===== src/rtl/wdet_pkg.sv =====
// rtl/wdet_pkg.sv - shared types, defaults and width helper for the word detect smoother
//
// Contents:
//   wdet_state_e   FSM state encoding (IDLE, ACTIVE, HOLD)
//   DEF_*          default parameter values for word_detect_smoother
//   cnt_w()        bits needed to hold the values 0..max_val (never less than 1)
package wdet_pkg;

  typedef enum logic [1:0] {
    ST_IDLE   = 2'd0,
    ST_ACTIVE = 2'd1,
    ST_HOLD   = 2'd2
  } wdet_state_e;

  localparam int DEF_WIN     = 8;
  localparam int DEF_ON_TH   = 6;
  localparam int DEF_OFF_TH  = 2;
  localparam int DEF_HOLDOFF = 4;
  localparam int DEF_CW      = 8;
  localparam int DEF_TIMEOUT = 100000;

  function automatic int cnt_w(input int max_val);
    int w;
    w = 1;
    while ((1 << w) <= max_val) w = w + 1;
    return w;
  endfunction

endpackage


===== src/rtl/wdet_window.sv =====
// rtl/wdet_window.sv - sliding decision window with incremental vote count
//
// Ports:
//   clk, reset   clock, asynchronous active-high reset
//   shift_en     a new decision is available this cycle
//   bit_in       the decision to shift in
//   flush        clear window bits, fill and count (never asserted with shift_en)
//   next_count   vote count as it will be after this cycle's update
//   full         window will hold WIN decisions after this cycle's update
//   vote_count   registered vote count
module wdet_window #(
  parameter int WIN  = 8,
  parameter int CNTW = 4
) (
  input  logic            clk,
  input  logic            reset,
  input  logic            shift_en,
  input  logic            bit_in,
  input  logic            flush,
  output logic [CNTW-1:0] next_count,
  output logic            full,
  output logic [CNTW-1:0] vote_count
);

  localparam logic [CNTW-1:0] FILL_MAX = CNTW'(WIN);

  logic [WIN-1:0]  win_q, win_d;
  logic [CNTW-1:0] fill_q, fill_d;
  logic [CNTW-1:0] count_q, count_d;
  logic [CNTW-1:0] drop_bit;

  // The oldest bit only leaves the count once the window is full; before
  // that the top of the shift register is still an empty slot.
  assign drop_bit = (fill_q == FILL_MAX) ? CNTW'(win_q[WIN-1]) : '0;

  always_comb begin
    win_d   = win_q;
    fill_d  = fill_q;
    count_d = count_q;
    if (flush) begin
      win_d   = '0;
      fill_d  = '0;
      count_d = '0;
    end else if (shift_en) begin
      win_d   = {win_q[WIN-2:0], bit_in};
      count_d = count_q + CNTW'(bit_in) - drop_bit;
      if (fill_q != FILL_MAX) fill_d = fill_q + CNTW'(1);
    end
  end

  always_ff @(posedge clk or posedge reset) begin
    if (reset) begin
      win_q   <= '0;
      fill_q  <= '0;
      count_q <= '0;
    end else begin
      win_q   <= win_d;
      fill_q  <= fill_d;
      count_q <= count_d;
    end
  end

  assign next_count = count_d;
  assign full       = (fill_d == FILL_MAX);
  assign vote_count = count_q;

endmodule


===== src/rtl/word_detect_smoother.sv =====
// rtl/word_detect_smoother.sv - majority-vote smoother with hysteresis and hold-off for word decisions
//
// Ports:
//   clk, reset    clock, asynchronous active-high reset
//   result_dv     one-cycle strobe, result is valid
//   result        decision (1 = word, 0 = garbage/silence)
//   detect        one-cycle pulse on word onset
//   word_active   high while a word is active
//   vote_count    number of 1s in the window
//   event_count   saturating count of detect pulses
//   timeout       one-cycle pulse on idle flush
//
// Optional feature macro: WDET_TIMEOUT_EN (idle flush after TIMEOUT cycles
// without a strobe). Without it the window persists and timeout stays 0.
module word_detect_smoother
  import wdet_pkg::*;
#(
  parameter int WIN     = DEF_WIN,
  parameter int ON_TH   = DEF_ON_TH,
  parameter int OFF_TH  = DEF_OFF_TH,
  parameter int HOLDOFF = DEF_HOLDOFF,
  parameter int CW      = DEF_CW,
  parameter int TIMEOUT = DEF_TIMEOUT
) (
  input  logic                     clk,
  input  logic                     reset,
  input  logic                     result_dv,
  input  logic                     result,
  output logic                     detect,
  output logic                     word_active,
  output logic [$clog2(WIN+1)-1:0] vote_count,
  output logic [CW-1:0]            event_count,
  output logic                     timeout
);

  localparam int CNTW = $clog2(WIN+1);
  localparam int HW   = cnt_w(HOLDOFF);

  localparam logic [CNTW-1:0] ON_C   = CNTW'(ON_TH);
  localparam logic [CNTW-1:0] OFF_C  = CNTW'(OFF_TH);
  localparam logic [HW-1:0]   HOLD_C = HW'(HOLDOFF);
  localparam logic [CW-1:0]   EV_MAX = '1;

  if (WIN < 2 || WIN > 32) begin : g_bad_win
    $fatal(1, "word_detect_smoother: WIN must be in 2..32");
  end
  if (!(OFF_TH < ON_TH && ON_TH <= WIN)) begin : g_bad_th
    $fatal(1, "word_detect_smoother: need OFF_TH < ON_TH <= WIN");
  end
  if (HOLDOFF < 0 || CW < 1 || TIMEOUT < 1) begin : g_bad_misc
    $fatal(1, "word_detect_smoother: bad HOLDOFF, CW or TIMEOUT");
  end

  logic [CNTW-1:0] next_count;
  logic            win_full;
  logic            flush;

  wdet_window #(
    .WIN  (WIN),
    .CNTW (CNTW)
  ) u_window (
    .clk        (clk),
    .reset      (reset),
    .shift_en   (result_dv),
    .bit_in     (result),
    .flush      (flush),
    .next_count (next_count),
    .full       (win_full),
    .vote_count (vote_count)
  );

`ifdef WDET_TIMEOUT_EN
  localparam int TW = cnt_w(TIMEOUT);
  localparam logic [TW-1:0] IDLE_LAST = TW'(TIMEOUT - 1);

  logic [TW-1:0] idle_q;

  // A strobe on the expiry cycle suppresses the flush and restarts the count.
  assign flush = !result_dv && (idle_q == IDLE_LAST);

  always_ff @(posedge clk or posedge reset) begin
    if (reset) begin
      idle_q <= '0;
    end else if (result_dv || flush) begin
      idle_q <= '0;
    end else begin
      idle_q <= idle_q + TW'(1);
    end
  end
`else
  assign flush = 1'b0;
`endif

  wdet_state_e   state_q;
  logic [HW-1:0] hold_q;
  logic          detect_q;
  logic          active_q;
  logic [CW-1:0] event_q;
  logic          timeout_q;

  // The FSM only moves on strobe cycles and judges the window as it will be
  // after this strobe is shifted in (next_count / win_full).
  always_ff @(posedge clk or posedge reset) begin
    if (reset) begin
      state_q   <= ST_IDLE;
      hold_q    <= '0;
      detect_q  <= 1'b0;
      active_q  <= 1'b0;
      event_q   <= '0;
      timeout_q <= 1'b0;
    end else begin
      detect_q  <= 1'b0;
      timeout_q <= flush;
      if (flush) begin
        state_q  <= ST_IDLE;
        hold_q   <= '0;
        active_q <= 1'b0;
      end else if (result_dv) begin
        case (state_q)
          ST_IDLE: begin
            if (next_count >= ON_C) begin
              state_q  <= ST_ACTIVE;
              active_q <= 1'b1;
              detect_q <= 1'b1;
              if (event_q != EV_MAX) event_q <= event_q + CW'(1);
            end
          end
          ST_ACTIVE: begin
            // The off threshold is only trusted once the window is full.
            if (win_full && next_count <= OFF_C) begin
              active_q <= 1'b0;
              if (HOLDOFF == 0) begin
                state_q <= ST_IDLE;
              end else begin
                state_q <= ST_HOLD;
                hold_q  <= HOLD_C;
              end
            end
          end
          ST_HOLD: begin
            hold_q <= hold_q - HW'(1);
            if (hold_q <= HW'(1)) state_q <= ST_IDLE;
          end
          default: begin
            state_q  <= ST_IDLE;
            active_q <= 1'b0;
          end
        endcase
      end
    end
  end

  assign detect      = detect_q;
  assign word_active = active_q;
  assign event_count = event_q;
  assign timeout     = timeout_q;

endmodule

===== config.mk =====
export PLATFORM = sky130hd
export DESIGN_NAME = word_detect_smoother
export DESIGN_NICKNAME = d
export VERILOG_FILES = /design/src/rtl/wdet_pkg.sv /design/src/rtl/wdet_window.sv /design/src/rtl/word_detect_smoother.sv
export SDC_FILE = /design/constraint.sdc
export NUM_CORES = 1
export LEC_CHECK = 0
export BUFFER_PORTS_ARGS = -buffer_cell sky130_fd_sc_hd__buf_2
export CORE_MARGIN = 2
export CORE_UTILIZATION = 57
export DETAILED_ROUTE_END_ITERATION = 16
export PLACE_DENSITY = 0.75
export SLEW_MARGIN = 20
export SYNTH_ARGS = -nofsm -noshare
export SYNTH_HDL_FRONTEND = slang
export SYNTH_SLANG_ARGS = --single-unit

===== constraint.sdc =====
create_clock -name clk -period 7.39 [get_ports clk]
set_clock_uncertainty 0.05 [all_clocks]
set_input_delay 0.3695 -clock clk [delete_from_list [all_inputs] [get_ports clk]]
set_output_delay 0.3695 -clock clk [all_outputs]
set_load 0.005 [all_outputs]

### After elaboration in Yosys (flattened, before gate mapping)

Cells that the tools add are included.

* register bits: 31
* input bits: 4
* output and inout bits: 15
* word-level logic and storage cells: 49

* add/subtract/negate cells: 5
* order comparisons: 3
* equal/unequal tests: 9
* multiplexer cells: 16
* bitwise gates (word level): 1
* reductions and logical operators: 7

Operator list (count)
* two-way mux 4 bit: 3
* AND reduction 4 bit: 3
* adder 8 x 1 -> 8 bit (second input constant): 1
* equality test 4 bit (second input constant): 2
* != test 8 bit (second input constant): 1
* two-way mux 1 bit: 6
* two-way mux 2 bit: 3
* != test 2 bit (second input constant): 3
* case mux 2 bit (3 select lines): 1
* case mux 3 bit (2 select lines): 1
* adder 4 x 1 -> 4 bit: 1
* adder 4 x 1 -> 4 bit (second input constant): 1
* greater-or-equal comparator 4 x 3 -> 1 bit (second input constant): 1
* less-or-equal comparator 4 x 2 -> 1 bit (second input constant): 1
* != test 4 bit (second input constant): 1
* subtractor 4 bit: 1
* less-or-equal comparator 3 x 1 -> 1 bit (second input constant): 1
* two-way mux 3 bit: 1
* case mux 1 bit (3 select lines): 1
* AND reduction 3 bit: 1
* subtractor 3 x 1 -> 3 bit (second input constant): 1
* equality test 2 x 1 -> 1 bit (second input constant): 1
* equality test 2 bit (second input constant): 1
* logical NOT 2 bit: 1
* 3 further kinds: 3

### Depth between registers and ports, before layout

Gate-level depths: netlist of the first run.

* depth after elaboration: 8
* mapped depth: 14
* depth with buffers taken out: 14

### By module

A second synthesis of the first run with hierarchy kept.

* cell total of the unflattened synthesis: 167
* area, all modules: 1731.7 um^2

By module, submodules not included
* word_detect_smoother: times used 1, cells an instance 85, area an instance 868.3 um^2, seq. area each 375.4 um^2
* wdet_window: times used 1, cells an instance 82, area an instance 863.3 um^2, seq. area each 400.4 um^2

### Worst setup path before layout of the first run

No wires, ideal clock.

* path type: flip-flop to flip-flop
* start: reg u_window.fill_q[0]
* end: reg event_q[6], in the netlist event_count[6]
* setup time: 127 ps
* data arrival time: 2839 ps
* data required time: 7213 ps
* slack: 4373 ps
* stages on the path, launching flop included: 15
* buffers on the path: 1
* period minus slack after synthesis: 3017 ps
* cell sequence: dfrtp_1 > inv_1 > ha_1 > nand2_1 > nor3b_1 > ha_1 > inv_1 > ha_1 > fa_1 > xor2_1 > nand3_1 > a2111oi_4 > buf_6 > nand4_2 > mux2_1

* word-level cells in the longest chain between the ends: 6

Ends and longest elaborated chain
* start, declared: RTL line wdet_window.sv:28 `logic [CNTW-1:0] fill_q, fill_d;`
* start signal, assigned: RTL line wdet_window.sv:58 `fill_q <= fill_d;`
* equality test 4 bit: RTL line wdet_window.sv:34 `assign drop_bit = (fill_q == FILL_MAX) ? CNTW'(win_q[WIN-1]) : '0;`
* two-way mux 1 bit: RTL line wdet_window.sv:34
* subtractor 4 bit: RTL line wdet_window.sv:46 `count_d = count_q + CNTW'(bit_in) - drop_bit;`
* two-way mux 4 bit: RTL line wdet_window.sv:44 `end else if (shift_en) begin`
* greater-or-equal comparator 4 x 3 -> 1 bit: RTL line word_detect_smoother.sv:121 `if (next_count >= ON_C) begin`
* AND reduction 4 bit (no source line)
* end signal, assigned: RTL line word_detect_smoother.sv:125 `if (event_q != EV_MAX) event_q <= event_q + CW'(1);`
* end, declared: RTL line word_detect_smoother.sv:98 `logic [CW-1:0] event_q;`

No other way between the ends.
A chain may end at the register's enable or synchronous reset.

### Worst setup path after layout of the first run

* start: reg u_window.fill_q[0]
* end: reg event_q[1], in the netlist event_count[1]

Same word-level chain as after synthesis.

==> metrics.md, run 1 <==
| Metric | Value |
|---|---|
| Synthesized flop and latch total | 31 |
| Port buffer count | 17 |
| Startpoint types | flip-flop |
| Ports | 19 |
| Final Core Density | 65.4% |
| Worst-skew pair later-pin latency | 0.34 ns |
| Status | complete, no violations |
| Detailed Place HPWL | 2030 um |
| Max Cap Violations | 0 |
| DIE HEIGHT | 58.3 um |
| Clk sinks | 31 |
| CTS tree | yes |
| Mapped Nets | 169 |
| Routed WL per cell | 14.2 um |
| Maximum VDD drop | 0.000228 V |
| Post-Synth Adder-Cell Area | 7.89% |
| CTS root buf | clkbuf_4 |
| Worst EP required | 7.57 ns |
| Reg clk slew, reported paths | 0.10 ns |
| Rows | 19 |
| Worst R2R Path Depth | 13 |
| Post-synthesis compound-gate area fraction | 11.8% |
| Finished Layout Cells | 206 |
| Ys async rst share | 100% |
| Vias | 1171 |
| Largest family of logic cells by synthesized area | simple AND/OR/NAND/NOR gates |
| Pwr per Cell Area | 363 nW/um^2 |
| Mapped Area | 1680 sq um |
| Simple logic cell fraction of the synthesized area | 14.6% |
| Fmax | 281 MHz |
| Multiplexer area fraction after synthesis | 8.04% |
| Cts hold-fix bufs | 0 |
| Clock buffer depth | 2 |
| Critical path class | reg -> reg |
| Antenna Cells | 0 |
| Worst reg2reg startpoint | u_window.fill_q[0] |
| Post-CTS Setup Repair Bufs | 0 |
| R2r setup slk | 3.83 ns |
| Most numerous cell in the Yosys netlist | dfrtp_1 |
| DRT iter0 DRCs | 31 |
| Type of the tightest min-delay check | in -> async |
| Post_cts resized | 0 |
| Yosys warnings | 0 |
| WL final | 2920 um |
| Remaining Overflow, GRT | 0 |
| Post-synth EDFFs | 0 |
| Setup_tns | 0 ns |
| Min Tclk post-route | 3.56 ns |
| Largest net degree at the start of global routing | 36 |
| Worst R2R End | event_count[1] |
| Vias in the first global route | 1164 |
| Placer congestion estimate | 0.859 |
| CORE AREA | 2780 sq um |
| Most used DFF post-synth | dfrtp_1 |
| Critical Path Sink Type | flip-flop |
| Post-synthesis xor/xnor area fraction | 6.10% |
| Post-Place Cells | 198 |
| Total CTS buffers | 5 |
| Total iterations of the first detailed-routing run | 4 |
| Pins Over Slew Limit | 0 |
| GRT Util Overall | 20.7% |
| Area of the multi-input gates | 817 sq um |
| Die Width | 58.3 um |
| Register Area | 776 sq um |
| CP max FO | 11 |
| Die ar. | 3400 sq um |
| Gate count of the mapped netlist | 155 |
| Vias per cell | 5.68 |
| Worst Tran Pin Value | 0.633 ns |
| CTS H-tree depth | 2 |
| Initial antenna violation count | 0 |
| Cell taking the most area after synthesis | dfrtp_1 |
| CP Data Arrival Time | 3.74 ns |
| RSZ-0062 raised after global routing | no |
| Hold slack | 0.0343 ns |
| Layout cell share with drive strength beyond 1 | 23.4% |
| Total Power | 0.660 mW |
| Hold Fails Final Rpt | 0 |
| DRC viols | 0 |
| Fill count | 240 |
| Area delta synth->final | 8.18% |
| Setup violations, final | 0 |
| Leakage | 0.866 nW |
| Yosys top cell area share | 46.1% |
| Dominant cells by area after synthesis | dfrtp_1 46%, mux2_2 7.4%, ha_1 6.7% |
| First-pass GRT wire length | 5220 um |
| Period utilisation layout | 48.1% |
| ANT nets after route | 0 |
| Yosys cell types | 40 |
| Sequential element share of the synthesized area | 46.1% |
| Mean post-synth cell area | 10.8 sq um |
| NumNets Final | 188 |
| Slew Limit Headroom | 57.8% |
| Initial core utilization | 60.5% |
| Synth top cells by count | 31 x dfrtp_1, 12 x inv_1, 11 x mux2_2, 11 x o21ai_0 |
[layer usage]
| layer | share of wire [%] | GRT usage [%] |
|---|---|---|
| met1 | 47 | 26.9 |
| met4 | 2.3 | 10.6 |
| met3 | 4.7 | 6.59 |
| met2 | 46 | 31.3 |
| met5 | 0 | 0 |
[worst max-delay path by stage]
stage | startpoint | to | cells after the start
2_1_floorplan | u_window.fill_q[0] | event_count[6] | 14
3_3_place_gp | u_window.fill_q[0] | event_count[1] | 13
3_5_place_dp | u_window.fill_q[0] | event_count[1] | 13
4_1_cts | u_window.fill_q[0] | event_count[1] | 13
5_1_grt | u_window.fill_q[0] | event_count[1] | 13
6_report | u_window.fill_q[0] | event_count[1] | 13
[where the power goes]
part | leakage (nW) | switching [mW] | internal [mW]
logic | 0.456 | 0.139 | 0.142
clock network | 0.0293 | 0.0598 | 0.0370
registers | 0.380 | 0.0578 | 0.225
[cell families after synthesis]
logic type / after synthesis
flip-flops: 31
other: 1
multiplexers: 12
AND/OR/NAND/NOR: 44
AO/OA/AOI/OAI: 29
adder cells (fa/ha/maj): 10
XOR/XNOR: 10
buffers and inverters: 18
[critical path, stage by stage, from the launching register on]
cell,delay [ns]
dfrtp_1,0.46
inv_1,0.07
ha_1,0.22
nand2_1,0.08
nor3b_1,0.05
ha_1,0.27
inv_1,0.04
ha_1,0.20
fa_1,0.39
xor2_1,0.20
nand3_1,0.14
a2111oi_4,0.64
o21ai_0,0.30
mux2_2,0.33
[sequential cells by signal (all words and copies together), names as in the netlist]
register	flops
state_q	2
hold_q	3
u_window.fill_q	4
event_count	8
u_window.vote_count	4
word_active	1
detect	1
u_window.win_q	8
[area by class of cell]
| class | count | area share, % |
|---|---|---|
| multi-input cells | 106 | 44.9 |
| inverters | 12 | 2.48 |
| clock inverters | 1 | 0.275 |
| flip-flops and latches | 31 | 42.6 |
| repair buffers | 18 | 5.09 |
| clock buffers | 7 | 2.48 |
| well taps | 31 | 2.13 |
[through the flow]
stage,instance area [sq um],worst slack (ns)
CTS,1820,3.82
global route,1820,3.48
floorplan,1680,4.37
finish,1820,3.83
detailed placement,1770,3.83
global placement,1770,3.99
[layout by cell type (no fill, tap or decap), types with 2 or more instances in the layout]
master    count
buf_2        17
clkbuf_4      5
nand2_1      10
mux2_2       11
a21o_1        2
nor2_1        3
ha_1          9
a21oi_1       7
nand3_1      10
inv_1        12
xnor2_1       8
clkbuf_1      2
and3_1        5
nor2b_1       3
nand4_1       4
dfrtp_1      31
o21ai_0      11
a21o_2        2
Note: power is estimated with default switching activity, not from simulation.
==> run 2: changes to the inputs <==
- clock period: 7.39 -> 3.62 ns (I/O delays scaled with it)
==> run 2 against run 1 <==
- fmax up 4.5%
- worst hold slack better by 0.025 ns
- clock power up 100%
- register-to-register slack worse by 3.6 ns
- critical path type unchanged
- largest cell class unchanged
- largest power group is now combinational cells
==> metrics.md, run 2 (same netlist as run 1, synthesis figures left out) <==
| Metric | Value |
|---|---|
| Worst Tran Pin Value | 0.583 ns |
| Area delta synth->final | 10.6% |
| Slew Limit Headroom | 61.2% |
| CP Data Arrival Time | 3.58 ns |
| Grt met3 use | 5.93% |
| CP max FO | 6 |
| CTS tree | yes |
| GRT Util Overall | 20.6% |
| Placer congestion estimate | 0.801 |
| ANT nets after route | 0 |
| Worst-skew pair later-pin latency | 0.34 ns |
| Global-route met2 utilization | 30.7% |
| Critical Path Sink Type | flip-flop |
| NumNets Final | 193 |
| DRT iter0 DRCs | 35 |
| Startpoint types | flip-flop |
| Initial antenna violation count | 0 |
| Post-Place Cells | 199 |
| R2r setup slk | 0.22 ns |
| Pre-CTS WS | 0.272 ns |
| Layout cell share with drive strength beyond 1 | 25.0% |
| Port buffer count | 17 |
| Hold Fails Final Rpt | 0 |
| Total placed instance area | 1780 sq um |
| CTS root buf | clkbuf_4 |
| WL final | 2960 um |
| Total iterations of the first detailed-routing run | 4 |
| Hold Path Depth | 2 |
| Hold Crit Start | result |
| CORE AREA | 2780 sq um |
| Reg clk slew, reported paths | 0.10 ns |
| First-pass GRT wire length | 5240 um |
| Period utilisation layout | 93.9% |
| Min Tclk post-route | 3.40 ns |
| Rows | 19 |
| Post_cts resized | 0 |
| Commonest non-fill, non-tap cell in the layout | dfrtp_1 |
| Critical path class | reg -> reg |
| Vias per cell | 5.67 |
| Total Power | 1.38 mW |
| Antenna Cells | 0 |
| Worst R2R Path Depth | 14 |
| Largest net degree at the start of global routing | 36 |
| Die Width | 58.3 um |
| Worst EP required | 3.80 ns |
| Die ar. | 3400 sq um |
| CP peak stage delay | 0.47 ns |
| Type of the tightest min-delay check | in -> reg |
| Final WS setup | 0.219 ns |
| Setup violations, final | 0 |
| Worst Hold Endpoint | u_window.win_q[0] |
| Pins Over Slew Limit | 0 |
| Ports | 19 |
| Most frequent cells in the layout | 31 x dfrtp_1, 17 x buf_2, 12 x inv_1 |
| Vias | 1196 |
| Status | complete, no violations |
| Met1 Use GR | 28.6% |
| Remaining Overflow, GRT | 0 |
| Max Cap Violations | 0 |
| Worst reg2reg startpoint | u_window.fill_q[0] |
| Clock buffer depth | 2 |
| Worst R2R End | event_count[6] |
| Initial core utilization | 60.5% |
| Pwr per Cell Area | 741 nW/um^2 |
| Most common cell on crit path | ha_1 |
| CTS H-tree depth | 2 |
| Finished Layout Cells | 211 |
| Routed WL per cell | 14.0 um |
| GR peak layer | met2 |
| Vias in the first global route | 1145 |
| DIE HEIGHT | 58.3 um |
| Clk sinks | 31 |
| Crit-path cells | inv_1 > ha_1 > nand2_1 > nor3b_1 > ha_1 > inv_1 > ha_1 > fa_1 > xor2_1 > nand3_1 > a2111oi_4 > buf_4 > nand4_2 > mux2_1 |
| Hold slack | 0.0591 ns |
| CP max stage cell | a2111oi_4 |
| Detailed Place HPWL | 2030 um |
| Post-route cell area | 1860 sq um |
| Leakage | 0.892 nW |
| Maximum VDD drop | 0.000578 V |
| Fmax | 294 MHz |
| DRC viols | 0 |
| Total CTS buffers | 5 |
-- run 2: how the worst max path moves through the flow --
stage | end | start
after floorplan | event_count[6] | u_window.fill_q[0]
after global placement | word_active | u_window.fill_q[0]
after detailed placement | event_count[1] | u_window.fill_q[0]
after CTS | event_count[1] | u_window.fill_q[0]
after global routing | event_count[6] | u_window.fill_q[0]
final | event_count[6] | u_window.fill_q[0]
-- run 2: metrics by stage --
stage,utilization [%],setup TNS [ns]
5_1_grt,66.8,-0.0262
6_report,66.8,0
3_5_place_dp,63.9,0
3_3_place_gp,63.9,0
4_1_cts,66.0,0
2_1_floorplan,-,0
-- run 2: power by group --
| part | leakage [nW] | switching, mW | total [mW] | internal, mW |
|---|---|---|---|---|
| logic | 0.482 | 0.293 | 0.602 | 0.309 |
| registers | 0.380 | 0.119 | 0.579 | 0.459 |
| clock network | 0.0293 | 0.123 | 0.198 | 0.0756 |
| total | 0.892 | 0.535 | 1.38 | 0.844 |
-- run 2: area by class of cell --
class	instances	area (sq um)
fill	227	922
multi-input combinational	106	817
sequential	31	776
timing repair buffer	23	133
clock buffer	7	45.0
inverter	12	45.0
tap	31	38.8
clock inverter	1	5.00
-- run 2: critical path: cells and delay by family, from the launching register on --
family,cells,cell delay [ns]
buffers and inverters,3,0.31
and+or+nand+nor,4,0.57
muxes,1,0.33
adders and majority gates,4,0.93
xor gates and xnor gates,1,0.19
DFF,1,0.46
AOI/OAI and AO/OA,1,0.47
-- run 2: repair_timing --
action,CTS,global route
hold endpoints to repair,31,0
setup endpoints to repair,0,1
buffers inserted,0,3
hold buffers,1,0
-- run 2: per-layer routing --
metal | up-vias | wire [um]
met5 | - | 0
met4 | 0 | 53
met3 | 5 | 108
met2 | 24 | 1370
met1 | 575 | 1430
li1 | 592 | -
